`src/rtl/uart_tx_fifo_drain_pkg.sv`:
```
// Shared types and sizing helpers for the FIFO-draining UART transmitter.
// Latency: n/a (package only).
// Backpressure: n/a (package only).
package uart_pkg;

    typedef enum logic [2:0] {
        IDLE   = 3'd0,
        POP    = 3'd1,
        LOAD   = 3'd2,
        START  = 3'd3,
        DATA   = 3'd4,
        PARITY = 3'd5,
        STOP   = 3'd6
    } state_t;

    // Clocks per bit cell; integer division, so the residue is simply dropped.
    function automatic int calc_clks_per_bit(input int clk_hz, input int baud);
        return clk_hz / baud;
    endfunction

    // Width of a counter that runs 0..clks_per_bit-1.
    function automatic int cnt_w_of(input int clks_per_bit);
        return (clks_per_bit < 2) ? 1 : $clog2(clks_per_bit);
    endfunction

    function automatic int calc_cnt_w(input int clk_hz, input int baud);
        return cnt_w_of(calc_clks_per_bit(clk_hz, baud));
    endfunction

endpackage

```
`src/rtl/uart_tx_fifo_drain_if.sv`:
```
// FIFO read-port bundle between a FIFO (slave) and the UART drain (master).
// Latency: read data valid the cycle after i/o_fifo_read.
// Backpressure: drain pops only when it is ready; FIFO signals emptiness via i_fifo_empty_n.
interface uart_tx_fifo_drain_if #(
    parameter int DATA_LEN = 8
);
    logic                i_fifo_empty_n;
    logic [DATA_LEN-1:0] i_fifo_data;
    logic                i_fifo_read_error;
    logic                o_fifo_read;

    modport master (
        input  i_fifo_empty_n,
        input  i_fifo_data,
        input  i_fifo_read_error,
        output o_fifo_read
    );

    modport slave (
        output i_fifo_empty_n,
        output i_fifo_data,
        output i_fifo_read_error,
        input  o_fifo_read
    );
endinterface

```
`src/rtl/uart_tx_fifo_drain_baud_gen.sv`:
```
// Bit-cell timer: counts 0..CLKS_PER_BIT-1 and wraps, restartable via i_clear.
// Latency: o_tick high on the last clock of each bit cell; o_pre_tick one clock earlier.
// Backpressure: none; free-running except for i_clear.
// Ports: i_clk, i_reset_n (async, active-low), i_clear (restart at 0), o_tick, o_pre_tick.
module uart_baud_gen
    import uart_pkg::*;
#(
    parameter int CLKS_PER_BIT = 434
) (
    input  logic i_clk,
    input  logic i_reset_n,
    input  logic i_clear,
    output logic o_tick,
    output logic o_pre_tick
);

    localparam int               CNT_W = cnt_w_of(CLKS_PER_BIT);
    localparam logic [CNT_W-1:0] LAST  = CNT_W'(CLKS_PER_BIT - 1);
    localparam logic [CNT_W-1:0] PRE   = CNT_W'(CLKS_PER_BIT - 2);

    logic [CNT_W-1:0] r_cnt;

    // Wrapping exactly at LAST keeps every cell the same length, so no drift.
    always_ff @(posedge i_clk or negedge i_reset_n) begin
        if (!i_reset_n) begin
            r_cnt <= '0;
        end else if (i_clear || (r_cnt == LAST)) begin
            r_cnt <= '0;
        end else begin
            r_cnt <= r_cnt + CNT_W'(1);
        end
    end

    assign o_tick     = (r_cnt == LAST);
    // Lets the parent register a pulse that lands on the last clock of a cell.
    assign o_pre_tick = (r_cnt == PRE);

endmodule

```
`src/rtl/uart_tx_fifo_drain.sv`:
```
// UART 8N1 transmitter draining a FIFO read port; optional even parity via UART_TX_PARITY_EN.
// Latency: empty_n seen in IDLE at N -> pop at N+1, capture end of N+2, start bit at N+3.
// Backpressure: pops at most one byte per frame, only from IDLE with i_enable high.
// Ports: i_clk, i_reset_n (async, active-low), i_enable, fifo_if (master: empty_n/data/
//        read_error in, fifo_read out), o_tx (idle 1), o_busy, o_frame_done, o_underflow (sticky).
module uart_tx_fifo_drain
    import uart_pkg::*;
#(
    parameter int CLK_HZ       = 50000000,
    parameter int BAUD         = 115200,
    parameter int DATA_LEN     = 8,
    parameter int CLKS_PER_BIT = calc_clks_per_bit(CLK_HZ, BAUD)
) (
    input  logic                 i_clk,
    input  logic                 i_reset_n,
    input  logic                 i_enable,
    uart_tx_fifo_drain_if.master fifo_if,
    output logic                 o_tx,
    output logic                 o_busy,
    output logic                 o_frame_done,
    output logic                 o_underflow
);

    localparam int               IDX_W    = (DATA_LEN > 1) ? $clog2(DATA_LEN) : 1;
    localparam logic [IDX_W-1:0] LAST_IDX = IDX_W'(DATA_LEN - 1);

    state_t              r_state, w_state_next;
    logic [DATA_LEN-1:0] r_shift, w_shift_next;
    logic [IDX_W-1:0]    r_bit_idx, w_idx_next;
    logic                r_tx, r_busy, r_fifo_read, r_frame_done, r_underflow;
    logic                w_tx_next, w_busy_next, w_read_next, w_done_next;
    logic                w_clear, w_tick, w_pre_tick;
`ifdef UART_TX_PARITY_EN
    logic                r_parity, w_parity_next;
`endif

    uart_baud_gen #(
        .CLKS_PER_BIT (CLKS_PER_BIT)
    ) u_baud (
        .i_clk      (i_clk),
        .i_reset_n  (i_reset_n),
        .i_clear    (w_clear),
        .o_tick     (w_tick),
        .o_pre_tick (w_pre_tick)
    );

    // State register plus datapath and output registers.
    always_ff @(posedge i_clk or negedge i_reset_n) begin
        if (!i_reset_n) begin
            r_state      <= IDLE;
            r_shift      <= '0;
            r_bit_idx    <= '0;
            r_tx         <= 1'b1;
            r_busy       <= 1'b0;
            r_fifo_read  <= 1'b0;
            r_frame_done <= 1'b0;
            r_underflow  <= 1'b0;
`ifdef UART_TX_PARITY_EN
            r_parity     <= 1'b0;
`endif
        end else begin
            r_state      <= w_state_next;
            r_shift      <= w_shift_next;
            r_bit_idx    <= w_idx_next;
            r_tx         <= w_tx_next;
            r_busy       <= w_busy_next;
            r_fifo_read  <= w_read_next;
            r_frame_done <= w_done_next;
            r_underflow  <= r_underflow | fifo_if.i_fifo_read_error;
`ifdef UART_TX_PARITY_EN
            r_parity     <= w_parity_next;
`endif
        end
    end

    // Next-state and datapath. empty_n is only looked at in IDLE, so a late
    // flag update from the FIFO after a pop cannot cause a second pop.
    always_comb begin
        w_state_next  = r_state;
        w_shift_next  = r_shift;
        w_idx_next    = r_bit_idx;
        w_clear       = 1'b0;
`ifdef UART_TX_PARITY_EN
        w_parity_next = r_parity;
`endif
        case (r_state)
            IDLE: begin
                if (i_enable && fifo_if.i_fifo_empty_n) begin
                    w_state_next = POP;
                end
            end
            POP: begin
                w_state_next = LOAD;
            end
            LOAD: begin
                w_shift_next  = fifo_if.i_fifo_data;
                w_clear       = 1'b1;
                w_state_next  = START;
`ifdef UART_TX_PARITY_EN
                w_parity_next = ^fifo_if.i_fifo_data;
`endif
            end
            START: begin
                if (w_tick) begin
                    w_state_next = DATA;
                    w_idx_next   = '0;
                end
            end
            DATA: begin
                if (w_tick) begin
                    w_shift_next = r_shift >> 1;
                    if (r_bit_idx == LAST_IDX) begin
`ifdef UART_TX_PARITY_EN
                        w_state_next = PARITY;
`else
                        w_state_next = STOP;
`endif
                    end else begin
                        w_idx_next = r_bit_idx + IDX_W'(1);
                    end
                end
            end
`ifdef UART_TX_PARITY_EN
            PARITY: begin
                if (w_tick) begin
                    w_state_next = STOP;
                end
            end
`endif
            STOP: begin
                if (w_tick) begin
                    w_state_next = IDLE;
                end
            end
            default: begin
                w_state_next = IDLE;
            end
        endcase
    end

    // Output values for the next cycle, decoded from the next state so that
    // every output can come straight from a flop.
    always_comb begin
        w_tx_next   = 1'b1;
        w_busy_next = (w_state_next != IDLE);
        w_read_next = (w_state_next == POP);
        // Pre-tick in STOP means the following clock is the last of the stop bit.
        w_done_next = (r_state == STOP) && w_pre_tick;
        case (w_state_next)
            START:   w_tx_next = 1'b0;
            DATA:    w_tx_next = w_shift_next[0];
`ifdef UART_TX_PARITY_EN
            PARITY:  w_tx_next = r_parity;
`endif
            default: w_tx_next = 1'b1;
        endcase
    end

    assign o_tx                = r_tx;
    assign o_busy              = r_busy;
    assign o_frame_done        = r_frame_done;
    assign o_underflow         = r_underflow;
    assign fifo_if.o_fifo_read = r_fifo_read;

endmodule

```
`src/flat_wrapper.sv`:
```
// flat-port wrapper written by rule: the top's interface ports become plain ports
module uart_tx_fifo_drain_flat import uart_pkg::*;
#(
    parameter int CLK_HZ       = 50000000,
    parameter int BAUD         = 115200,
    parameter int DATA_LEN     = 8,
    parameter int CLKS_PER_BIT = calc_clks_per_bit(CLK_HZ, BAUD)
)
  (i_clk, i_reset_n, i_enable, o_tx, o_busy, o_frame_done, o_underflow, fifo_if_i_fifo_empty_n, fifo_if_i_fifo_data, fifo_if_i_fifo_read_error, fifo_if_o_fifo_read);
  uart_tx_fifo_drain_if #(.DATA_LEN(DATA_LEN)) fifo_if_i ();
  input  logic i_clk;
  input  logic i_reset_n;
  input  logic i_enable;
  output logic o_tx;
  output logic o_busy;
  output logic o_frame_done;
  output logic o_underflow;
  input wire logic [$bits(fifo_if_i.i_fifo_empty_n)-1:0] fifo_if_i_fifo_empty_n;
  input wire logic [$bits(fifo_if_i.i_fifo_data)-1:0] fifo_if_i_fifo_data;
  input wire logic [$bits(fifo_if_i.i_fifo_read_error)-1:0] fifo_if_i_fifo_read_error;
  output wire logic [$bits(fifo_if_i.o_fifo_read)-1:0] fifo_if_o_fifo_read;
  assign fifo_if_i.i_fifo_empty_n = fifo_if_i_fifo_empty_n;
  assign fifo_if_i.i_fifo_data = fifo_if_i_fifo_data;
  assign fifo_if_i.i_fifo_read_error = fifo_if_i_fifo_read_error;
  assign fifo_if_o_fifo_read = fifo_if_i.o_fifo_read;
  uart_tx_fifo_drain #(.CLK_HZ(CLK_HZ), .BAUD(BAUD), .DATA_LEN(DATA_LEN), .CLKS_PER_BIT(CLKS_PER_BIT)) u_core (.i_clk(i_clk), .i_reset_n(i_reset_n), .i_enable(i_enable), .fifo_if(fifo_if_i), .o_tx(o_tx), .o_busy(o_busy), .o_frame_done(o_frame_done), .o_underflow(o_underflow));
endmodule
```
`config.mk`:
```
export PLATFORM = sky130hd
export DESIGN_NAME = uart_tx_fifo_drain_flat
export DESIGN_NICKNAME = d
export VERILOG_FILES = /design/src/rtl/uart_tx_fifo_drain_pkg.sv /design/src/rtl/uart_tx_fifo_drain_if.sv /design/src/rtl/uart_tx_fifo_drain_baud_gen.sv /design/src/rtl/uart_tx_fifo_drain.sv /design/src/flat_wrapper.sv
export SDC_FILE = /design/constraint.sdc
export NUM_CORES = 1
export LEC_CHECK = 0
export CELL_PAD_IN_SITES_DETAIL_PLACEMENT = 1
export CELL_PAD_IN_SITES_GLOBAL_PLACEMENT = 2
export CORE_UTILIZATION = 38
export CTS_CLUSTER_DIAMETER = 30
export DETAILED_ROUTE_END_ITERATION = 10
export PLACE_DENSITY_LB_ADDON = 0.1
export SLEW_MARGIN = 20
export SYNTH_ARGS = -nofsm -noshare
export SYNTH_HDL_FRONTEND = slang
export SYNTH_SLANG_ARGS = --single-unit
```
`constraint.sdc`:
```
create_clock -name i_clk -period 3.11 [get_ports i_clk]
set_input_delay 0.622 -clock i_clk [delete_from_list [all_inputs] [get_ports i_clk]]
set_output_delay 0.622 -clock i_clk [all_outputs]
set_load 0.005 [all_outputs]
```
==> flow_metrics.py <==
metrics = {
    "detailed_routing": {
        "drc_errors": 0,
        "wl_met2_um": 1343,
        "detail-route-antenna-nets": 0,
        "vias": 1005,
        "drt-met1-wl_um": 1398,
        "wl_per_cell_um": 14.71,
        "dr.pass1.iters": 3,
        "drt_iter0_markers": 39,
        "routed.top_layer": "met4",
        "dr_wl_met3_um": 74,
        "vias_per_cell": 5.207,
        "wl_um": 2839,
    },
    "min_path": {
        "min-delay-path-class": "reg -> reg",
        "min_path_cells": 1,
        "min_from": "u_core.o_underflow",
        "hold_path_end": "u_core.o_underflow",
    },
    "floorplanning": {
        "core_area_um2": 3661,
        "fp.dieW_um": 63.70,
        "die-area_um2": 4057,
        "die_h_um": 63.70,
        "num_rows": 22,
        "io_pins": 18,
        "start_util": 0.3951,
    },
    "power_and_ir_drop": {
        "p_seq_frac": 0.515,
        "combPwrFrac": 0.196,
        "intPower_mw": 0.7048,
        "switching_share": 0.2840,
        "peakVddDrop_uv": 272.4,
        "totalPowerFinal_mw": 0.9843,
        "switchingPower_mw": 0.2796,
        "leakagePower_nw": 0.7626,
        "power_density_nw_per_um2": 580.2,
        "clkPwrFrac": 0.289,
    },
    "clock_network": {
        "clk_latency_ps": 270,
        "clk_pin_slew_ps": 100,
        "cts_resized": 0,
        "cts.path.max_buffers": 2,
        "cts_tree": "done",
        "numCtsBuffers": 3,
        "root_buffer": "clkbuf_8",
        "numClockSinks": 28,
        "cts_setup_buffers": 0,
        "htreeDepth": 1,
        "cts_hold_buf": 0,
    },
    "final_layout": {
        "nets": 164,
        "seqCellArea_um2": 701.9,
        "drive_gt1_frac": 0.1586,
        "multi_input_area_um2": 663.1,
        "diodes": 0,
        "fillers": 398,
        "areaGrowthSynthToFinish_pct": 17.30,
        "final_area_um2": 1697,
    },
    "grt": {
        "grt-ovfl-total": 0,
        "antenna_found_initial": 0,
        "grt_pass1_wl_um": 4947,
        "grt_max_degree": 29,
        "grt_pass1_vias": 1032,
        "grt_util_all_layers": 0.1582,
    },
    "setup_path": {
        "r2r-start": "u_core.u_baud.r_cnt[1]",
        "r2r-end": "u_core.u_baud.r_cnt[5]",
        "cp.required_ps": 3260,
        "worst-setup-path-type": "reg -> reg",
        "rr_worst_depth": 6,
        "critPathCaptureType": "register",
        "startpoint_type": "register",
        "reg2reg_slack_ps": 1190,
        "cp.arrival_ps": 2070,
        "crit_fanout": 9,
    },
    "timing": {
        "finalClockSkew_ps": 3.392,
        "setup_viol": 0,
        "tns_ps": 0,
        "fin_crit_sh": 0.6177,
        "rsz0062_at_grt": "false",
        "worst-slew-pin-transition_ps": 548.8,
        "fmaxAchievable_mhz": 520.5,
        "hold_viol": 0,
        "worst_slack_ps": 1189,
        "slew_viol_final": 0,
        "max_slew_margin": 0.6342,
        "min_period_ps": 1921,
    },
    "place": {
        "postPlaceCellArea_um2": 1625,
        "place_ws_ps": 1192,
        "gp_congestion": 0.7712,
        "place_hpwl_um": 2041,
        "portBuffers": 17,
    },
    "synth": {
        "synth_edf_count": 0,
        "synth-main-ff-cell": "dfrtp_1",
        "synth_area_leader_cell": "dfrtp_1",
        "yosysMostFrequentCell": "dfrtp_1",
        "ys_async_sr_fraction": 1.000,
        "netlist_area_um2": 1446,
        "synth_common_cells": "dfrtp_1, nand2_1, nor2_2, a22o_1",
        "syn_area_per_cell_um2": 11.21,
        "synth.distinct_cells": 38,
        "syn_inst": 129,
        "seq_area_frac_synth": 0.4853,
        "synth_seq_cells": 28,
        "synth_nets": 147,
        "yosysWarnings": 0,
        "synth.area.top_cells": "dfrtp_1, a22o_1, ha_1",
        "netlist.area_leader.share": 0.4671,
    },
    "outcome": {
        "status": "finished, final reports clean",
    },
    "run": {
        "cap_viol_max_count": 0,
    },
}
registers in the layout, summed over array words and instances, names as in the netlist:
name,count
u_core.u_baud.r_cnt,9
u_core.r_shift,8
u_core.r_bit_idx,3
u_core.r_state,3
u_core.fifo_if.o_fifo_read,1
u_core.o_busy,1
u_core.o_frame_done,1
u_core.o_tx,1
u_core.o_underflow,1
per-stage QoR:
| step | hold WS [ps] | std cells | utilization |
|---|---|---|---|
| global placement | 447.1 | 189 | 0.4440 |
| global route | 517.3 | 193 | 0.4634 |
| floorplan | 326.4 | 129 | - |
| finish | 486.3 | 193 | 0.4634 |
| detailed placement | 471.9 | 189 | 0.4440 |
| CTS | 495.5 | 193 | 0.4634 |
cell usage in the layout (no fill, tap or decap), drive strengths merged, types with 3 or more instances in the layout:
| cell type | instances |
|---|---|
| dfrtp | 27 |
| clkdlybuf4s50 | 17 |
| nor2 | 13 |
| nand2 | 9 |
| a22o | 8 |
| xor2 | 6 |
| a21o | 6 |
| ha | 5 |
| inv | 4 |
| nand3 | 4 |
| nand2b | 3 |
| nor3b | 3 |
| nand4 | 3 |
| mux2i | 3 |
| o21ai | 3 |
| clkbuf | 3 |
| or2 | 3 |
final cells by class:
type / instances / share of cell area
timing repair buffer: 19 / 0.1091
inverter: 4 / 0.008850
clock buffer: 3 / 0.02434
sequential: 28 / 0.4137
tap: 48 / 0.03540
clock inverter: 1 / 0.01770
multi-input combinational: 90 / 0.3909
critical path: stages, from the launching register on:
cell and delay, ps:
dfrtp_1 440, inv_1 110, ha_1 190, nor2b_2 150, and3_1 320, or2_1 510, nor2_2 80
power groups by stage:
stage               combinational (mW)  sequential, mW  clock, mW
floorplan                        0.145           0.492          0
global placement                 0.185           0.511          0
detailed placement               0.195           0.514          0
CTS                              0.197           0.506      0.297
global route                     0.225           0.517      0.311
finish                           0.193           0.507      0.284
worst max path at each step:
stage	startpoint	endpoint	slack (ps)	depth (start not counted)
final	u_core.u_baud.r_cnt[1]	u_core.u_baud.r_cnt[5]	1190	6
after global routing	u_core.u_baud.r_cnt[1]	u_core.u_baud.r_cnt[7]	1040	6
after CTS	u_core.u_baud.r_cnt[1]	u_core.u_baud.r_cnt[5]	1170	6
after detailed placement	u_core.u_baud.r_cnt[1]	u_core.u_baud.r_cnt[5]	1190	6
after global placement	u_core.u_baud.r_cnt[1]	u_core.u_baud.r_cnt[6]	1300	6
after floorplan	u_core.u_baud.r_cnt[0]	u_core.u_baud.r_cnt[2]	1470	7
logic make-up after synthesis:
logic type | Yosys count | share of synthesized area
AO/OA/AOI/OAI | 24 | 0.1220
XOR/XNOR | 7 | 0.04239
adder cells (fa/ha/maj) | 5 | 0.04325
buffers and inverters | 11 | 0.05622
flip-flops | 28 | 0.4853
multiplexers | 4 | 0.02855
AND/OR/NAND/NOR | 50 | 0.2223
per-layer routing:
layer | vias to the layer above | track usage
met5 | - | 0
met4 | 0 | 0.04261
met3 | 2 | 0.02717
met2 | 11 | 0.2686
met1 | 507 | 0.2052
li1 | 485 | -
Note: power is estimated with default switching activity, not from simulation.
